$ cat src/rtl/pwm_duty_sequencer.sv
// pwm_duty_sequencer: per-channel duty scheduler in front of pwm generators.
// Define PWM_SEQ_RAMP_EN for 1%-per-step slewing; otherwise duty jumps.
module pwm_duty_sequencer #(
  parameter int NUM_CH   = 2,
  parameter int STEP_DIV = 1000,
  parameter int MAX_DUTY = 100,
  localparam int CW      = (NUM_CH > 1) ? $clog2(NUM_CH) : 1
) (
  input  logic                clk,
  input  logic                reset,
  input  logic                one_MHz_enable,
  input  logic                cmd_valid,
  output logic                cmd_ready,
  input  logic [CW-1:0]       cmd_ch,
  input  logic [6:0]          cmd_duty,
  input  logic                estop,
  output logic [7*NUM_CH-1:0] duty_flat,
  output logic [NUM_CH-1:0]   busy,
  output logic [NUM_CH-1:0]   done,
  output logic                stopped
);

  typedef enum logic [1:0] {
    IDLE,
    RAMP,
    ESTOP
  } state_t;

  localparam logic [6:0] MAXD = 7'(MAX_DUTY);

  state_t                  state;
  logic [NUM_CH-1:0][6:0]  duty;
  logic [NUM_CH-1:0][6:0]  target;
  logic [NUM_CH-1:0]       sel;
  logic [6:0]              clamped;
  logic                    acc;

  assign cmd_ready = (state != ESTOP) && !estop;
  assign acc       = cmd_valid && cmd_ready;
  assign clamped   = (cmd_duty > MAXD) ? MAXD : cmd_duty;
  assign duty_flat = duty;

  // out-of-range channel indices match no sel bit and are dropped
  always_comb begin
    sel = '0;
    for (int k = 0; k < NUM_CH; k++) begin
      sel[k] = acc && (cmd_ch == CW'(k));
    end
  end

`ifdef PWM_SEQ_RAMP_EN
  logic [15:0]            presc;
  logic [15:0]            presc_n;
  logic                   step;
  logic [NUM_CH-1:0][6:0] duty_n;
  logic [NUM_CH-1:0][6:0] tgt_n;

  // step moves toward the old target; a same-cycle command lands after
  always_comb begin
    step    = 1'b0;
    presc_n = presc;
    if (one_MHz_enable) begin
      if (presc == 16'(STEP_DIV - 1)) begin
        presc_n = '0;
        step    = 1'b1;
      end else begin
        presc_n = presc + 16'd1;
      end
    end
    for (int k = 0; k < NUM_CH; k++) begin
      tgt_n[k]  = sel[k] ? clamped : target[k];
      duty_n[k] = duty[k];
      if (step) begin
        if (duty[k] < target[k]) begin
          duty_n[k] = duty[k] + 7'd1;
        end else if (duty[k] > target[k]) begin
          duty_n[k] = duty[k] - 7'd1;
        end
      end
    end
  end
`else
  logic unused_ok;
  assign unused_ok = one_MHz_enable ^ (^target) ^ (STEP_DIV != 0);
`endif

  always_ff @(posedge clk or negedge reset) begin
    if (!reset) begin
      state   <= IDLE;
      stopped <= 1'b0;
      busy    <= '0;
      done    <= '0;
      duty    <= '0;
      target  <= '0;
`ifdef PWM_SEQ_RAMP_EN
      presc   <= '0;
`endif
    end else if (estop) begin
      state   <= ESTOP;
      stopped <= 1'b1;
      busy    <= '0;
      done    <= '0;
      duty    <= '0;
      target  <= '0;
`ifdef PWM_SEQ_RAMP_EN
      presc   <= '0;
`endif
    end else begin
      stopped <= 1'b0;
`ifdef PWM_SEQ_RAMP_EN
      presc  <= presc_n;
      duty   <= duty_n;
      target <= tgt_n;
      for (int k = 0; k < NUM_CH; k++) begin
        busy[k] <= duty_n[k] != tgt_n[k];
        done[k] <= step && (duty[k] != target[k])
                   && (duty_n[k] == target[k]);
      end
      unique case (state)
        IDLE:    if (|busy) state <= RAMP;
        RAMP:    if (!(|busy)) state <= IDLE;
        ESTOP:   state <= IDLE;
        default: state <= IDLE;
      endcase
`else
      state <= IDLE;
      done  <= sel;
      for (int k = 0; k < NUM_CH; k++) begin
        if (sel[k]) begin
          duty[k]   <= clamped;
          target[k] <= clamped;
        end
      end
`endif
    end
  end

endmodule

$ cat config.mk
export PLATFORM = sky130hd
export DESIGN_NAME = pwm_duty_sequencer
export DESIGN_NICKNAME = d
export VERILOG_FILES = /design/src/rtl/pwm_duty_sequencer.sv
export SDC_FILE = /design/constraint.sdc
export NUM_CORES = 1
export LEC_CHECK = 0
export CAP_MARGIN = 5
export CORE_MARGIN = 2
export CORE_UTILIZATION = 45
export CTS_BUF_LIST = sky130_fd_sc_hd__clkbuf_8
export DETAILED_ROUTE_END_ITERATION = 12
export HOLD_SLACK_MARGIN = 0.05
export PLACE_DENSITY = 0.85
export REMOVE_ABC_BUFFERS = 1
export SYNTH_ARGS = -nofsm -noshare
export SYNTH_HDL_FRONTEND = slang
export SYNTH_SLANG_ARGS = --single-unit
$ cat constraint.sdc
create_clock -name clk -period 4.1 [get_ports clk]
set_input_delay 0.82 -clock clk [delete_from_list [all_inputs] [get_ports clk]]
set_output_delay 0.82 -clock clk [all_outputs]
set_load 0.005 [all_outputs]
==> results.md <==
- Setup repair bufs after CTS: 0
- I/O pins: 33
- Total power: 0.000332 W
- Highest Signal Layer: met4
- Worst-Skew Late Latency: 250 ps
- Post-synthesis cell area: 738 sq um
- Fmax: 324 MHz
- Register area share after synthesis: 0.576
- Pre-CTS setup slack: 1000 ps
- Hold WC Path Type: reg -> reg
- Share of cells above drive strength 1: 0.0891
- Final worst slack: 1010 ps
- Slowest stage delay, CP: 720 ps
- Crit-path slowest cell: clkdlybuf4s50_1
- Pleak: 0.435 nW
- Met3 WL post-DR: 118 um
- CTS Root Cell: clkbuf_8
- Initial Utilization: 0.484
- DR pass1 iterations: 4
- Hold path endpoint: duty_flat[3]$_DFFE_PN0P_
- Hold path cells: 2
- DIE HEIGHT: 44.5 um
- CP endpoint kind: output pin
- DP Cell Count: 113
- Peak VDD IR: 228 uV
- CTS tree: done
- Initial antenna violation count: 0
- Diode count: 0
- Area leader, netlist: dfrtp_1
- Core Util, Final: 0.690
- Adder-cell share of the synthesized area: 0
- CTS clk-pin slew, worst paths: 60 ps
- CTS sink count: 17
- Via density per instance: 5.41
- Number of max-cap violations: 0
- Synthesized instance count: 73
- Worst EP required: 3280 ps
- DRT iter0 DRCs: 19
- Largest net degree at the start of global routing: 19
- Die X: 44.5 um
- WL per Instance: 13.8 um
- Met2 Wirelength: 793 um
- Type of the worst setup path: in -> out
- Post-synthesis mux area share: 0
- Crit path top cell by count: clkdlybuf4s50_1
- Final WL: 1620 um
- Buffer and inverter count on the worst path: 2
- First-pass GRT wire length: 2740 um
- Worst hold path startpoint: duty_flat[3]$_DFFE_PN0P_
- Hold buffer count at cts: 0
- Fin Clk Skew: 0.916 ps
- Max-slew violations: 0
- Gr usage total: 0.193
- Critical path, cell by cell: clkdlybuf4s50_1 > nor2_1 > clkdlybuf4s50_1
- Top_reg_cell synth: dfrtp_1
- Aggregate global routing overflow: 0
- Yosys cell types: 19
- Final setup TNS: 0 ps
- Hpwl dp: 1220 um
- Final nets: 115
- Worst-margin pin slew: 730 ps
- Worst R2R Setup Slack: 2650 ps
- Via Count: 633
- Worst R2R End: duty_flat[2]$_DFFE_PN0P_
- H-tree levels: 1
- R2R Path Start: state[1]$_DFF_PN0_
- Post-synth EDFFs: 0
- Area Overhead vs Synth: 42.5%
- Die area: 1980 sq um
- Largest family of logic cells by synthesized area: simple AND/OR/NAND/NOR gates
- DRC viols: 0
- Met1 WL: 689 um
- RSZ-0062 raised after global routing: false
- Syn avg cell area: 10.1 sq um
- CP top delay family: buffers and inverters
- Reg2Reg Depth: 4
- Worst relative slew slack: 0.512
- Outcome: completed
- Synth Area in Compound Gates: 0.129
- Post-synth ARST share: 1.00
- Core Area: 1520 sq um
- Post-synth top area share: 0.576
- Most instantiated cells after synthesis: 17 x dfrtp_1, 17 x nand2_1, 12 x a21oi_1, 8 x nand3_1
- Num CTS Buffers: 3
- Worst-case clock buffer depth: 2
- Cell Count, Final, Fillers Out: 117
- Area contributors post-synth: dfrtp_1 58%, nand2_1 8.6%, a21oi_1 8.1%, nand3_1 5.4%, buf_6 3.1%
- CP startpoint: estop
- Crit path max fanout: 18
- PortBufs: 29
- Simple-Gate Fraction of Synth Area: 0.202
- Crit start category: primary input
- Post_cts resized: 0
- Setup violators final: 0
- Synth Warn #: 0
- Vias in the first global route: 601
- Final hold vios: 0
- CP Data Arrival Time: 2270 ps
- Gpl congestion: 0.805
- Period utilisation layout: 0.754
- Min Clock Period, post-route: 3090 ps
- Xor/xnor share of the synthesized area: 0
- #FFs+latches synth: 17
- # rows: 14
- Cell Pwr Density: 316 nW/um^2
- ANT nets after route: 0
worst max path at each step:
stage                                    end  slack [ps]  cells past startpoint
detailed placement                 cmd_ready        1000                      3
finish                             cmd_ready        1010                      3
global placement                   cmd_ready        1030                      3
floorplan           duty_flat[2]$_DFFE_PN0P_        2330                      4
global route                       cmd_ready         920                      3
CTS                                cmd_ready        1000                      3
power breakdown:
group          internal (W)  leakage (nW)  switching (W)   total, W
Combinational     0.0000208         0.175      0.0000185  0.0000393
Sequential         0.000172         0.233     0.00000205   0.000174
Clock             0.0000663        0.0269      0.0000528   0.000119
flip-flops by register name (all words and copies together) (netlist names):
register / flops
duty_flat: 14
done: 2
state: 1
routing by layer:
metal,up-vias,track usage
met3,4,0.0327
li1,300,-
met1,300,0.258
met2,29,0.313
met5,-,0
met4,0,0.0727
kinds of logic (layout without fill, tap and decap cells):
group / after synthesis / after routing
AND/OR/NAND/NOR: 31 / 31
buffers and inverters: 8 / 35
other: 1 / 2
AO/OA/AOI/OAI: 16 / 16
flip-flops: 17 / 17
metrics by stage:
step / area, sq um / hold slack, ps
floorplan: 697 / 516
global placement: 1010 / 511
detailed placement: 1010 / 517
CTS: 1050 / 525
global route: 1050 / 550
finish: 1050 / 524
cells in the final DEF (no fill, tap or decap):
| cell | n |
|---|---|
| nand3_1 | 8 |
| dfrtp_1 | 17 |
| or2_2 | 1 |
| nor2_2 | 1 |
| inv_2 | 1 |
| clkdlybuf4s50_1 | 29 |
| a21oi_1 | 12 |
| clkinv_8 | 1 |
| nand4bb_1 | 1 |
| nor2_1 | 2 |
| conb_1 | 2 |
| a211oi_2 | 1 |
| nand2_1 | 17 |
| a31oi_1 | 1 |
| clkbuf_8 | 3 |
| or4b_4 | 1 |
| a211oi_1 | 1 |
| inv_1 | 1 |
| o311ai_1 | 1 |
worst register-to-register path: stages, from the launching register on:
cell and delay, ps:
dfrtp_1 400, or4b_4 630, clkinv_8 110, nor2_2 40, a211oi_2 180
layout make-up:
cell class | count | area [sq um]
Fill cell | 122 | 472
Sequential cell | 17 | 425
Timing Repair Buffer | 29 | 290
Multi-Input combinational cell | 49 | 251
Clock buffer | 3 | 41.3
Inverter | 2 | 20.0
Tap cell | 16 | 20.0
Clock inverter | 1 | 3.75
Power figures use the tool's default switching activity.
